$ cat config.mk
export PLATFORM = sky130hd
export DESIGN_NAME = pos_cell_stream_reader_flat
export DESIGN_NICKNAME = d
export VERILOG_FILES = /design/src/rtl/pos_cell_stream_reader_if.sv /design/src/rtl/pos_cell_stream_reader.sv /design/src/flat_wrapper.sv
export SDC_FILE = /design/constraint.sdc
export NUM_CORES = 1
export LEC_CHECK = 0
export CAP_MARGIN = 40
export CELL_PAD_IN_SITES_DETAIL_PLACEMENT = 1
export CELL_PAD_IN_SITES_GLOBAL_PLACEMENT = 2
export CORE_MARGIN = 2
export CORE_UTILIZATION = 42
export DETAILED_ROUTE_END_ITERATION = 7
export DONT_BUFFER_PORTS = 1
export PLACE_DENSITY_LB_ADDON = 0.15
export SYNTH_ARGS = -nofsm -noshare
export SYNTH_HDL_FRONTEND = slang
export SYNTH_SLANG_ARGS = --single-unit
$ cat constraint.sdc
create_clock -name clk -period 13.6 [get_ports clk]
set_input_delay 1.36 -clock clk [delete_from_list [all_inputs] [get_ports clk]]
set_output_delay 1.36 -clock clk [all_outputs]
set_load 0.005 [all_outputs]
$ cat src/rtl/pos_cell_stream_reader_if.sv
// Particle stream link from the cell position reader
// to the force/motion pipeline.
interface pos_cell_stream_reader_if #(
  parameter int DATA_WIDTH = 96,
  parameter int ADDR_WIDTH = 8
);
  logic [DATA_WIDTH-1:0] out_data;
  logic [ADDR_WIDTH-1:0] out_pid;
  logic                  out_valid;
  logic                  out_ready;
  logic                  out_last;

  modport master (
    output out_data, out_pid, out_valid, out_last,
    input  out_ready
  );

  modport slave (
    input  out_data, out_pid, out_valid, out_last,
    output out_ready
  );
endinterface

$ cat src/rtl/pos_cell_stream_reader.sv
// Cell position read engine: fetches the particle count,
// then streams words 1..N through a credit-gated FWFT buffer.
module pos_cell_stream_reader #(
  parameter int DATA_WIDTH = 96,
  parameter int ADDR_WIDTH = 8,
  parameter int FIFO_DEPTH = 4
) (
  input  logic                  clk,
  input  logic                  rst,
  input  logic                  start,
  output logic                  busy,
  output logic                  done,
  output logic [ADDR_WIDTH-1:0] mem_addr,
  output logic                  mem_rden,
  output logic                  mem_wren,
  input  logic [DATA_WIDTH-1:0] mem_q,
  pos_cell_stream_reader_if.master stream
);
  localparam int PW = $clog2(FIFO_DEPTH);
  localparam int CW = $clog2(FIFO_DEPTH + 1) + 1;
  localparam logic [CW-1:0] DEPTH_C = CW'(FIFO_DEPTH);

  typedef enum logic [2:0] {
    S_IDLE,
    S_CNT_REQ,
    S_CNT_WAIT,
    S_STREAM,
    S_DRAIN,
    S_FIN
  } state_t;

  typedef struct packed {
    logic                  last;
    logic [ADDR_WIDTH-1:0] pid;
    logic [DATA_WIDTH-1:0] data;
  } ent_t;

  state_t                state_q;
  logic                  wait_q;
  logic [ADDR_WIDTH-1:0] n_q;
  logic [ADDR_WIDTH-1:0] next_q;
  logic [ADDR_WIDTH-1:0] addr_q;
  logic                  rden_q;
  logic                  issue_q;
  logic                  s1_q;
  logic                  s2_q;
  logic [ADDR_WIDTH-1:0] s1_pid_q;
  logic [ADDR_WIDTH-1:0] s2_pid_q;
  logic [CW-1:0]         inflight_q;
  logic [CW-1:0]         fifo_cnt_q;
  logic [PW-1:0]         wr_q;
  logic [PW-1:0]         rd_q;
  ent_t                  fifo_q [FIFO_DEPTH];

  ent_t                  head;
  ent_t                  wr_ent;
  logic [ADDR_WIDTH-1:0] cnt_w;
  logic [CW-1:0]         used;
  logic                  push;
  logic                  pop;
  logic                  can_issue;
  logic                  issue_go;

  function automatic logic [PW-1:0] ptr_inc(input logic [PW-1:0] p);
    return (p == PW'(FIFO_DEPTH - 1)) ? '0 : p + 1'b1;
  endfunction

  assign cnt_w     = mem_q[ADDR_WIDTH-1:0];
  assign head      = fifo_q[rd_q];
  assign push      = s2_q;
  assign pop       = stream.out_valid && stream.out_ready;
  // Slots already promised: buffered words plus reads in flight.
  assign used      = fifo_cnt_q + inflight_q - CW'(pop);
  assign can_issue = used < DEPTH_C;
  assign issue_go  = (state_q == S_STREAM && can_issue) ||
                     (state_q == S_CNT_WAIT && wait_q && cnt_w != '0);
  assign wr_ent    = '{last: (s2_pid_q == n_q),
                       pid:  s2_pid_q,
                       data: mem_q};

  assign mem_addr         = addr_q;
  assign mem_rden         = rden_q;
  assign mem_wren         = 1'b0;
  assign busy             = state_q != S_IDLE;
  assign done             = (state_q == S_FIN) || (pop && head.last);
  assign stream.out_valid = fifo_cnt_q != '0;
  assign stream.out_data  = head.data;
  assign stream.out_pid   = head.pid;
  assign stream.out_last  = head.last;

  always_ff @(posedge clk or posedge rst) begin
    if (rst) begin
      state_q    <= S_IDLE;
      wait_q     <= 1'b0;
      n_q        <= '0;
      next_q     <= '0;
      addr_q     <= '0;
      rden_q     <= 1'b0;
      issue_q    <= 1'b0;
      s1_q       <= 1'b0;
      s2_q       <= 1'b0;
      s1_pid_q   <= '0;
      s2_pid_q   <= '0;
      inflight_q <= '0;
    end else begin
      rden_q     <= issue_go;
      issue_q    <= issue_go;
      s1_q       <= issue_q;
      s2_q       <= s1_q;
      s1_pid_q   <= addr_q;
      s2_pid_q   <= s1_pid_q;
      inflight_q <= inflight_q + CW'(issue_go) - CW'(push);
      unique case (state_q)
        S_IDLE: begin
          if (start) begin
            state_q <= S_CNT_REQ;
            rden_q  <= 1'b1;
            addr_q  <= '0;
          end
        end
        S_CNT_REQ: begin
          state_q <= S_CNT_WAIT;
          wait_q  <= 1'b0;
        end
        S_CNT_WAIT: begin
          if (!wait_q) begin
            wait_q <= 1'b1;
          end else begin
            n_q <= cnt_w;
            if (cnt_w == '0) begin
              state_q <= S_FIN;
            end else begin
              addr_q  <= ADDR_WIDTH'(1);
              next_q  <= ADDR_WIDTH'(2);
              state_q <= (cnt_w == ADDR_WIDTH'(1)) ? S_DRAIN : S_STREAM;
            end
          end
        end
        S_STREAM: begin
          if (can_issue) begin
            addr_q <= next_q;
            if (next_q == n_q) state_q <= S_DRAIN;
            else               next_q  <= next_q + 1'b1;
          end
        end
        // Accepting word N finishes the run; nothing else is pending then.
        S_DRAIN: begin
          if (pop && head.last) state_q <= S_IDLE;
        end
        S_FIN: begin
          state_q <= S_IDLE;
        end
        default: state_q <= S_IDLE;
      endcase
    end
  end

  always_ff @(posedge clk or posedge rst) begin
    if (rst) begin
      wr_q       <= '0;
      rd_q       <= '0;
      fifo_cnt_q <= '0;
      for (int i = 0; i < FIFO_DEPTH; i++) fifo_q[i] <= '0;
    end else begin
      if (push) begin
        fifo_q[wr_q] <= wr_ent;
        wr_q         <= ptr_inc(wr_q);
      end
      if (pop) rd_q <= ptr_inc(rd_q);
      fifo_cnt_q <= fifo_cnt_q + CW'(push) - CW'(pop);
    end
  end

  a_no_overflow: assert property (@(posedge clk) disable iff (rst)
    !(push && !pop && fifo_cnt_q == DEPTH_C));
endmodule
$ cat src/flat_wrapper.sv
// flat-port wrapper written by rule: the top's interface ports become plain ports
module pos_cell_stream_reader_flat 
#(
  parameter int DATA_WIDTH = 96,
  parameter int ADDR_WIDTH = 8,
  parameter int FIFO_DEPTH = 4
)
  (clk, rst, start, busy, done, mem_addr, mem_rden, mem_wren, mem_q, stream_out_data, stream_out_pid, stream_out_valid, stream_out_last, stream_out_ready);
  pos_cell_stream_reader_if #(.DATA_WIDTH(DATA_WIDTH), .ADDR_WIDTH(ADDR_WIDTH)) stream_i ();
  input  logic clk;
  input  logic rst;
  input  logic start;
  output logic busy;
  output logic done;
  output logic [ADDR_WIDTH-1:0] mem_addr;
  output logic mem_rden;
  output logic mem_wren;
  input  logic [DATA_WIDTH-1:0] mem_q;
  output wire logic [$bits(stream_i.out_data)-1:0] stream_out_data;
  output wire logic [$bits(stream_i.out_pid)-1:0] stream_out_pid;
  output wire logic [$bits(stream_i.out_valid)-1:0] stream_out_valid;
  output wire logic [$bits(stream_i.out_last)-1:0] stream_out_last;
  input wire logic [$bits(stream_i.out_ready)-1:0] stream_out_ready;
  assign stream_out_data = stream_i.out_data;
  assign stream_out_pid = stream_i.out_pid;
  assign stream_out_valid = stream_i.out_valid;
  assign stream_out_last = stream_i.out_last;
  assign stream_i.out_ready = stream_out_ready;
  pos_cell_stream_reader #(.DATA_WIDTH(DATA_WIDTH), .ADDR_WIDTH(ADDR_WIDTH), .FIFO_DEPTH(FIFO_DEPTH)) u_core (.clk(clk), .rst(rst), .start(start), .busy(busy), .done(done), .mem_addr(mem_addr), .mem_rden(mem_rden), .mem_wren(mem_wren), .mem_q(mem_q), .stream(stream_i));
endmodule
==> impl_metrics.py <==
metrics = {
    "global_routing": {
        "grt_max_degree": 175,
        "top_usage_layer": "met2",
        "met3_usage_pct": 5.805,
        "grt_use_met1_pct": 22.31,
        "grt_pass1_vias": 12310,
        "grt_util_met2_pct": 33.11,
        "grt_pass1_wl_um": 73420,
        "track_usage_pct": 18.73,
        "grt_overflow": 0,
        "antenna_found_initial": 0,
    },
    "worst_hold_path": {
        "hold_depth": 0,
        "worstHoldPathType": "register to register",
    },
    "sta": {
        "period_share_pct": 33.39,
        "min_period_ns": 4.541,
        "tns_ns": 0,
        "setup_viol": 0,
        "fin_ws_ns": 9.059,
        "fin_skew_ns": 0.01935,
        "worst_pin_slew_ns": 1.001,
        "max_freq_mhz": 220.2,
        "rsz0062_at_grt": "no",
        "max_slew_margin_pct": 33.26,
        "slew_viol_final": 0,
        "report.final.hold_viol_count": 0,
        "whs_ns": 0.3485,
    },
    "logic_synthesis": {
        "syn_area_per_cell_um2": 16.29,
        "synth_warnings": 0,
        "async_flop_share_pct": 100.0,
        "synth_area_um2": 20830,
        "yosysSeqAreaShare_pct": 57.66,
        "syn_nets": 1401,
        "synth-seq-cells": 480,
        "yosys_most_used_dff": "dfrtp_1",
        "syn_inst": 1279,
        "synth.distinct_cells": 46,
        "synth_edf_count": 0,
    },
    "final_layout": {
        "design_area_um2": 23490,
        "nNetsFinal": 1405,
        "final_core_utilization_pct": 47.99,
        "layout-area-overhead-vs-synth_pct": 12.78,
        "drive_gt1_share_pct": 49.32,
        "final.fill_count": 4637,
        "multi_input_area_um2": 8404,
        "register_area_um2": 12020,
        "diodes": 0,
        "fin_cells": 1986,
    },
    "die": {
        "die_area_um2": 51400,
        "start_util_pct": 42.56,
        "die_w_um": 226.7,
        "core_area_um2": 48950,
        "io_pins": 218,
        "rows": 81,
        "chipHeight_um": 226.7,
    },
    "routing": {
        "detail_route.wl_per_cell_um": 23.49,
        "routed_wirelength_um": 46650,
        "dr.pass1.iters": 4,
        "ant_nets": 0,
        "drt_drc_violations_left": 0,
        "routed_via_density": 5.454,
        "route.vias.total": 10830,
        "drtIter0Drc": 342,
    },
    "power_and_ir_drop": {
        "leakagePower_nw": 9.979,
        "total_power_mw": 6.043,
        "peakVddDrop_mv": 0.1016,
        "powerDensity_nw_per_um2": 257.2,
    },
    "worst_setup_path": {
        "cp_num_buf_inv": 1,
        "cp_max_fo": 46,
        "end_kind": "output port",
        "cp.depth": 4,
        "critPathTopFamily": "flip-flops",
        "crit_required_ns": 12.24,
        "worst_setup_path_start_kind": "register",
        "crit_slowest_cell": "dfrtp_4",
        "cp_cell_sequence": "buf_4 -> mux4_2 -> and3_4 -> a31o_2",
        "cpPeakStageDelay_ns": 0.84,
        "crit_type": "register to output port",
        "cp.arrival_ns": 3.18,
        "worstRegToRegCells": 14,
    },
    "clock_network": {
        "cts_resized": 0,
        "cts_tree": "yes",
        "insertion_delay_ns": 0.60,
        "clock_path_buffers": 3,
        "cts_setup_buffers": 0,
        "hold_buffers": 0,
        "root_buffer": "clkbuf_16",
        "cts_num_sinks": 480,
        "cts.clk_slew.worst_paths_ns": 0.05,
        "cts-buffers-inserted": 52,
        "cts.htree.levels": 2,
    },
    "place": {
        "dp_cells": 1893,
        "dpl.hpwl_um": 29780,
        "finalWeightedCongestion": 0.7052,
        "postPlaceCellArea_um2": 21790,
        "place_ws_ns": 9.556,
        "io_buffers": 0,
    },
    "flow_run": {
        "cap_violations": 0,
    },
    "status": {
        "status": "completed",
    },
}
[layout make-up]
class / count / share of cell area [%]
clock buffers: 83 / 6.892
inverters: 36 / 0.5912
clock inverters: 10 / 0.3515
multi-input cells: 687 / 35.77
flip-flops and latches: 480 / 51.16
repair buffers: 26 / 1.694
well taps: 664 / 3.536
[cells by family (layout without fill, tap and decap cells)]
| kind of cell | count (synthesis) | after routing | synth area share, % |
|---|---|---|---|
| simple gates | 54 | 54 | 1.351 |
| other cells | 1 | 1 | 0.01800 |
| fa+ha+maj | 22 | 22 | 1.393 |
| buf+inv | 112 | 155 | 2.138 |
| flops | 480 | 480 | 57.66 |
| compound gates | 46 | 46 | 1.544 |
| mux | 541 | 541 | 34.86 |
| xor+xnor | 23 | 23 | 1.033 |
[synthesized netlist by cell type, types with 6 or more instances]
library cell	instances	area, µm²
a31oi_1	9	56.30
and3_1	6	37.54
buf_1	37	138.9
buf_2	8	40.04
clkbuf_1	28	105.1
dfrtp_1	480	12010
ha_1	20	250.2
inv_1	36	135.1
mux2_2	426	4797
mux2i_1	10	100.1
mux4_2	105	2365
nand2_1	22	82.58
o21ai_0	10	50.05
xnor2_1	21	183.9
[flip-flops by register name, indices dropped and copies added, names as in the netlist, 2 cells and up]
name	count
u_core.mem_addr	8
u_core.fifo_cnt_q	4
u_core.s2_pid_q	8
u_core.fifo_q	420
u_core.s1_pid_q	8
u_core.inflight_q	4
u_core.wr_q	2
u_core.n_q	8
u_core.rd_q	2
u_core.state_q	3
u_core.next_q	8
[report_power, final]
| part | leakage [nW] | internal [mW] | switching (mW) |
|---|---|---|---|
| combinational | 3.40 | 1.25 | 0.902 |
| sequential | 5.73 | 2.10 | 0.397 |
| clock | 0.847 | 0.829 | 0.563 |
| total | 9.98 | 4.18 | 1.86 |
[metal layers]
layer / vias up / wire (µm)
met1: 5858 / 18860
met4: 0 / 801
li1: 4728 / -
met3: 67 / 3108
met2: 179 / 23870
met5: - / 0
[cells in the final DEF, fill, tap and decap left out, types with 5 or more instances in the layout]
cell type / count
xnor2_1: 21
clkinv_2: 7
o21a_1: 5
mux2_2: 426
o21ai_0: 10
buf_4: 14
buf_16: 7
a31oi_1: 9
mux4_2: 105
ha_1: 20
and3_1: 6
mux2i_1: 10
buf_12: 5
dfrtp_1: 478
nand2_1: 18
clkbuf_8: 18
inv_1: 35
clkbuf_1: 12
a21oi_1: 5
clkbuf_16: 53
[final timing paths]
kind | from | end | slack, ns
max | u_core.rd_q[1] | done | 9.06
min | u_core.s1_q | u_core.push | 0.35
max reg2reg | u_core.fifo_cnt_q[2] | u_core.mem_addr[5] | 9.88
min reg2reg | u_core.s1_q | u_core.push | 0.35
max in group asynchronous | rst | u_core.fifo_q[153] | 10.57
min in group asynchronous | rst | u_core.fifo_q[401] | 0.74
Power figures use the tool's default switching activity.
==> RTL change 1, RTL diff (config.mk and constraints unchanged) <==
`DATA_WIDTH` is set to 96 in 3 places; all go to 104.
--- a/src/rtl/pos_cell_stream_reader_if.sv
+++ b/src/rtl/pos_cell_stream_reader_if.sv
@@ -3,3 +3,3 @@
 interface pos_cell_stream_reader_if #(
-  parameter int DATA_WIDTH = 96,
+  parameter int DATA_WIDTH = 104,
   parameter int ADDR_WIDTH = 8
--- a/src/rtl/pos_cell_stream_reader.sv
+++ b/src/rtl/pos_cell_stream_reader.sv
@@ -3,3 +3,3 @@
 module pos_cell_stream_reader #(
-  parameter int DATA_WIDTH = 96,
+  parameter int DATA_WIDTH = 104,
   parameter int ADDR_WIDTH = 8,
--- a/src/flat_wrapper.sv
+++ b/src/flat_wrapper.sv
@@ -3,3 +3,3 @@
 #(
-  parameter int DATA_WIDTH = 96,
+  parameter int DATA_WIDTH = 104,
   parameter int ADDR_WIDTH = 8,
Interface: changed (resized mem_q and stream_out_data); port bits go from 218 to 234. No check against the original RTL was run, so the function may have changed too.
==> RTL change 1 against the unedited design <==
- sequential cell count grew 32
- final area grew 6.5%
- cell count grew 5.1%
- power grew 9.0%
- synthesized area grew 6.5%
- worst setup slack lost 290 ps
- utilization shrank 0.20 points
- wire length grew 7.3%
- sequential power grew 7%
- largest cell class unchanged
==> RTL change 1: results (changes against the unedited design) <==
| Metric | Value | Delta |
|:---|:---|:---|
| Run status | finished, final reports clean | unchanged |
| Layout cell share with drive strength beyond 1 | 49.7% | was 49.3% |
| Family with the most delay on the worst path | buffers and inverters | was flip-flops |
| Internal power summed over all cells | 4.55 mW | was 4.18 mW |
| Syn_area_per_cell | 16.3 um^2 | about the same |
| Overall routing resource usage | 18.8% | was 18.7% |
| Clock skew after layout | 14.4 ps | was 19.4 ps |
| Register share of total power | 40.7% | was 41.4% |
| Instance area after placement | 23200 um^2 | was 21800 um^2 |
| Most frequent cells after synthesis | sky130_fd_sc_hd__dfrtp_1, sky130_fd_sc_hd__mux2_2, sky130_fd_sc_hd__mux4_2 | unchanged |
| Top cells by area in the synthesized netlist | sky130_fd_sc_hd__dfrtp_1, sky130_fd_sc_hd__mux2_2, sky130_fd_sc_hd__mux4_2, sky130_fd_sc_hd__ha_1, sky130_fd_sc_hd__clkbuf_1 | was sky130_fd_sc_hd__dfrtp_1, sky130_fd_sc_hd__mux2_2, sky130_fd_sc_hd__mux4_2, sky130_fd_sc_hd__ha_1, sky130_fd_sc_hd__xnor2_1 |
| Total combinational power | 2.38 mW | was 2.15 mW |
| Number of buffers created by CTS | 56 | was 52 |
| Synth warnings | 0 | unchanged |
| DR vias | 11600 | was 10800 |
| LEAKAGE | 10.6 nW | was 9.98 nW |
| Cell variety after synth | 45 | was 46 |
| Slew of the pin with the lowest slew margin | 996 ps | was 1000 ps |
| Count of fill cells added during filler insertion | 4910 | was 4637 |
| Post-Route Utilization | 47.8% | was 48.0% |
| Most common flop cell mapped by yosys | sky130_fd_sc_hd__dfrtp_1 | unchanged |
| Average detailed-routed wire length per instance | 24.0 um | was 23.5 um |
| Vias in the first global route | 13200 | was 12300 |
| Drt first-iter violations | 354 | was 342 |
| Fin cells | 2087 | was 1986 |
| CP Data Arrival Time | 3470 ps | was 3180 ps |
| Final weighted congestion in routability-driven placement | 0.729 | was 0.705 |
| Max VDD drop | 0.124 mV | was 0.102 mV |
| Setup WS pre-CTS | 9040 ps | was 9560 ps |
| Pin count of the biggest net entering global routing | 186 | was 175 |
| Share of synthesized area occupied by flip-flops and latches | 57.8% | was 57.7% |
| Delay of the slowest cell on the worst path | 760 ps | was 840 ps |
| Number of flip-flops under the largest register name | 452 | was 420 |
| Global-route wire length before repair | 78500 um | was 73400 um |
| # diodes | 0 | unchanged |
| Skew-Pair Late Insertion Delay | 590 ps |  |
| Maximum net fanout on the critical path | 34 | was 46 |
| Setup TNS | 0 ps | unchanged |
| Proportion of synthesized flip-flops having asynchronous set or reset | 100% | unchanged |
| Detailed-placement wirelength estimate | 31800 um | was 29800 um |
| Placed Cells incl. Taps | 1987 | was 1893 |
| NetSw | 2.03 mW | was 1.86 mW |
| Post-synthesis net count | 1487 | was 1401 |
==> RTL change 1: layer usage <==
| layer | GRT usage [%] | wire length [um] |
|---|---|---|
| met5 | 0 | 0 |
| met4 | 5.14 | 995 |
| met3 | 5.30 | 3150 |
| met2 | 32.2 | 25100 |
| met1 | 23.4 | 20800 |
==> RTL change 1: worst paths after layout <==
kind	startpoint	end	slack (ps)	depth (start not counted)
setup reg to reg	u_core.fifo_cnt_q[2]	u_core.inflight_q[1]	10150	16
hold / removal	u_core.s1_pid_q[6]	u_core.s2_pid_q[6]	340	0
hold reg to reg	u_core.s1_pid_q[6]	u_core.s2_pid_q[6]	340	0
setup / recovery	u_core.rd_q[1]	stream_out_data[62]	8770	4
max in group asynchronous	rst	u_core.mem_addr[0]	9810	4
min in group asynchronous	rst	u_core.fifo_q[252]	770	1
==> RTL change 1: area by class of cell <==
type	instances	area, um^2	share of cell area, %
Clock buffer	88	1700	6.81
Timing Repair Buffer	23	383	1.53
Sequential cell	512	12800	51.3
Multi-Input combinational cell	727	8940	35.8
Inverter	37	143	0.570
Tap cell	688	861	3.44
Clock inverter	12	160	0.640
==> RTL change 1: kinds of logic (layout without fill, tap and decap cells) <==
| logic type | count (synthesis) | after routing | synth area share (%) |
|---|---|---|---|
| adder cells (fa/ha/maj) | 22 | 22 | 1.31 |
| other | 1 | 1 | 0.0169 |
| buffers and inverters | 118 | 160 | 2.05 |
| multiplexers | 581 | 581 | 35.2 |
| flip-flops | 512 | 512 | 57.8 |
| AO/OA/AOI/OAI | 47 | 47 | 1.52 |
| AND/OR/NAND/NOR | 53 | 53 | 1.17 |
| XOR/XNOR | 23 | 23 | 0.976 |
==> RTL change 2, RTL diff (same settings) <==
Without the edit above. Make the reset (`rst`) synchronous in 2 clocked blocks.
--- a/src/rtl/pos_cell_stream_reader.sv
+++ b/src/rtl/pos_cell_stream_reader.sv
@@ -90,3 +90,3 @@
 
-  always_ff @(posedge clk or posedge rst) begin
+  always_ff @(posedge clk) begin
     if (rst) begin
@@ -157,3 +157,3 @@
 
-  always_ff @(posedge clk or posedge rst) begin
+  always_ff @(posedge clk) begin
     if (rst) begin
Behaviour: differs if rst is asserted again (counterexample within 4 cycles, from zero or initial values and one cycle with rst high); with rst held inactive, the same outputs for 10 cycles.
==> RTL change 2 against the unedited design <==
- synthesized area up 0.23%
- utilization barely moved
- count of clock-buffer cells in the layout decreased by 6
- non-clock buffer count increased by 2
- sequential cell count is 2 higher
- synthesized cell count grew 6.2%
- wire length is 8.8% higher
- final area increased by 0.20%
- worst setup slack better by 580 ps
Power is not compared: it rests on default switching activity, and its combinational part moved more than twofold at a synthesized area within 25%.
==> RTL change 2: results (changes against the unedited design) <==
| Metric | Value | Delta |
|:---|:---|:---|
| CP Data Arrival Time | 2600 ps | was 3180 ps |
| Setup WS pre-CTS | 9780 ps | was 9560 ps |
| Cells resized by post-CTS repair | 0 | unchanged |
| Layout cell share with drive strength beyond 1 | 15.8% | was 49.3% |
| Post-synthesis net count | 1475 | was 1401 |
| Max VDD drop | 0.0933 mV |  |
| Top cells by area in the synthesized netlist | sky130_fd_sc_hd__edfxtp_1, sky130_fd_sc_hd__and2_1, sky130_fd_sc_hd__mux4_2, sky130_fd_sc_hd__dfxtp_1, sky130_fd_sc_hd__clkbuf_1 | was sky130_fd_sc_hd__dfrtp_1, sky130_fd_sc_hd__mux2_2, sky130_fd_sc_hd__mux4_2, sky130_fd_sc_hd__ha_1, sky130_fd_sc_hd__xnor2_1 |
| CTS Root Buffer Type | sky130_fd_sc_hd__clkbuf_16 | unchanged |
| Met2 track demand over resource in global routing | 34.2% | was 33.1% |
| Proportion of synthesized flip-flops having asynchronous set or reset | 0% | was 100% |
| Via count normalized by instance count | 5.31 | was 5.45 |
| Maximum net fanout on the critical path | 54 | was 46 |
| Count of fill cells added during filler insertion | 4778 | was 4637 |
| Count of flip-flops with a built-in enable after synthesis | 420 | was 0 |
| Detailed-placement wirelength estimate | 30300 um | was 29800 um |
| Grt met3 use | 4.71% | was 5.81% |
| Number of buffers inserted by port buffering | 0 | unchanged |
| Clock skew after layout | 12.7 ps | was 19.4 ps |
| Share of synthesized area occupied by flip-flops and latches | 66.3% | was 57.7% |
| Routed wire length | 50700 um | was 46600 um |
| Most frequent cells after synthesis | sky130_fd_sc_hd__edfxtp_1, sky130_fd_sc_hd__and2_1, sky130_fd_sc_hd__mux4_2 | was sky130_fd_sc_hd__dfrtp_1, sky130_fd_sc_hd__mux2_2, sky130_fd_sc_hd__mux4_2 |
| Hold Startpoint | u_core.issue_q | was u_core.s1_q |
| Overall routing resource usage | 20.0% | was 18.7% |
| Skew-Pair Late Insertion Delay | 590 ps |  |
| Run status | finished, final reports clean | unchanged |
| Drt first-iter violations | 568 | was 342 |
| FF-to-FF Start | u_core.fifo_cnt_q[3] | was u_core.fifo_cnt_q[2] |
| GRT met1 Usage | 25.8% | was 22.3% |
| Vias in the first global route | 11800 | was 12300 |
| Maximum clock insertion buffer count | 3 | unchanged |
| Final weighted congestion in routability-driven placement | 0.741 | was 0.705 |
| Global-route wire length before repair | 75700 um | was 73400 um |
| Slowest library cell on the worst path | sky130_fd_sc_hd__dfxtp_4 | was sky130_fd_sc_hd__dfrtp_4 |
| Most common flop cell mapped by yosys | sky130_fd_sc_hd__edfxtp_1 | was sky130_fd_sc_hd__dfrtp_1 |
| Initial DRT Pass Iterations | 5 | was 4 |
| Relative slew slack | 44.6% | was 33.3% |
| Cell variety after synth | 53 | was 46 |
| Clock-pin slew of the registers on the worst-case setup and hold paths | 60 ps |  |
| Total number of H-tree levels | 2 | unchanged |
| Pin count of the biggest net entering global routing | 75 | was 175 |
| LEAKAGE | 8.48 nW |  |
| Number of buffers created by CTS | 53 | was 52 |
## RTL change 2: report_power, final
part / internal, mW / leakage (nW) / total, mW / switching (mW)
Clock: 0.813 / 0.819 / 1.39 / 0.574
Combinational: 0.243 / 2.83 / 0.540 / 0.298
Sequential: 1.67 / 4.84 / 1.73 / 0.0559
## RTL change 2: layout make-up
type | instances | share of cell area [%]
antenna | 1 | 0.0106
clock buffer | 77 | 6.50
clock inverter | 22 | 0.654
inverter | 23 | 0.367
multi-input combinational | 770 | 28.3
sequential | 482 | 58.9
tap | 664 | 3.53
timing repair buffer | 28 | 1.80
## RTL change 2: final timing paths
check	endpoint	cells after the start	slack, ps
max	stream_out_data[88]	3	9640
min	u_core.s1_q	1	440
max reg2reg	u_core.inflight_q[2]	14	10380
min reg2reg	u_core.s1_q	1	440
## RTL change 2: cell families after synthesis
group | Yosys count | synth area share, %
XOR/XNOR | 24 | 1.08
buffers and inverters | 106 | 1.97
AND/OR/NAND/NOR | 557 | 16.0
flip-flops | 482 | 66.3
AO/OA/AOI/OAI | 62 | 2.00
adder cells (fa/ha/maj) | 17 | 1.09
multiplexers | 109 | 11.5
other | 1 | 0.0180
## RTL change 2: per-stage QoR
step	area (um^2)	util, %	total power [mW]	std cells
6_report	23500	48.0	3.65	2067
5_1_grt	23500	48.0	3.81	2066
4_1_cts	23500	48.0	3.71	2066
3_5_place_dp	21900	44.6	2.31	1967
3_3_place_gp	21600	43.9	2.29	1956
2_1_floorplan	20900	-	2.15	1358
## RTL change 2: layer usage
metal  share of wire (%)  routed length (um)  up-vias
met4                 1.8                 890        0
li1                    -                   -     4987
met2                  51               25700      211
met5                   0                   0        -
met3                 5.5                2790       62
met1                  42               21300     5708
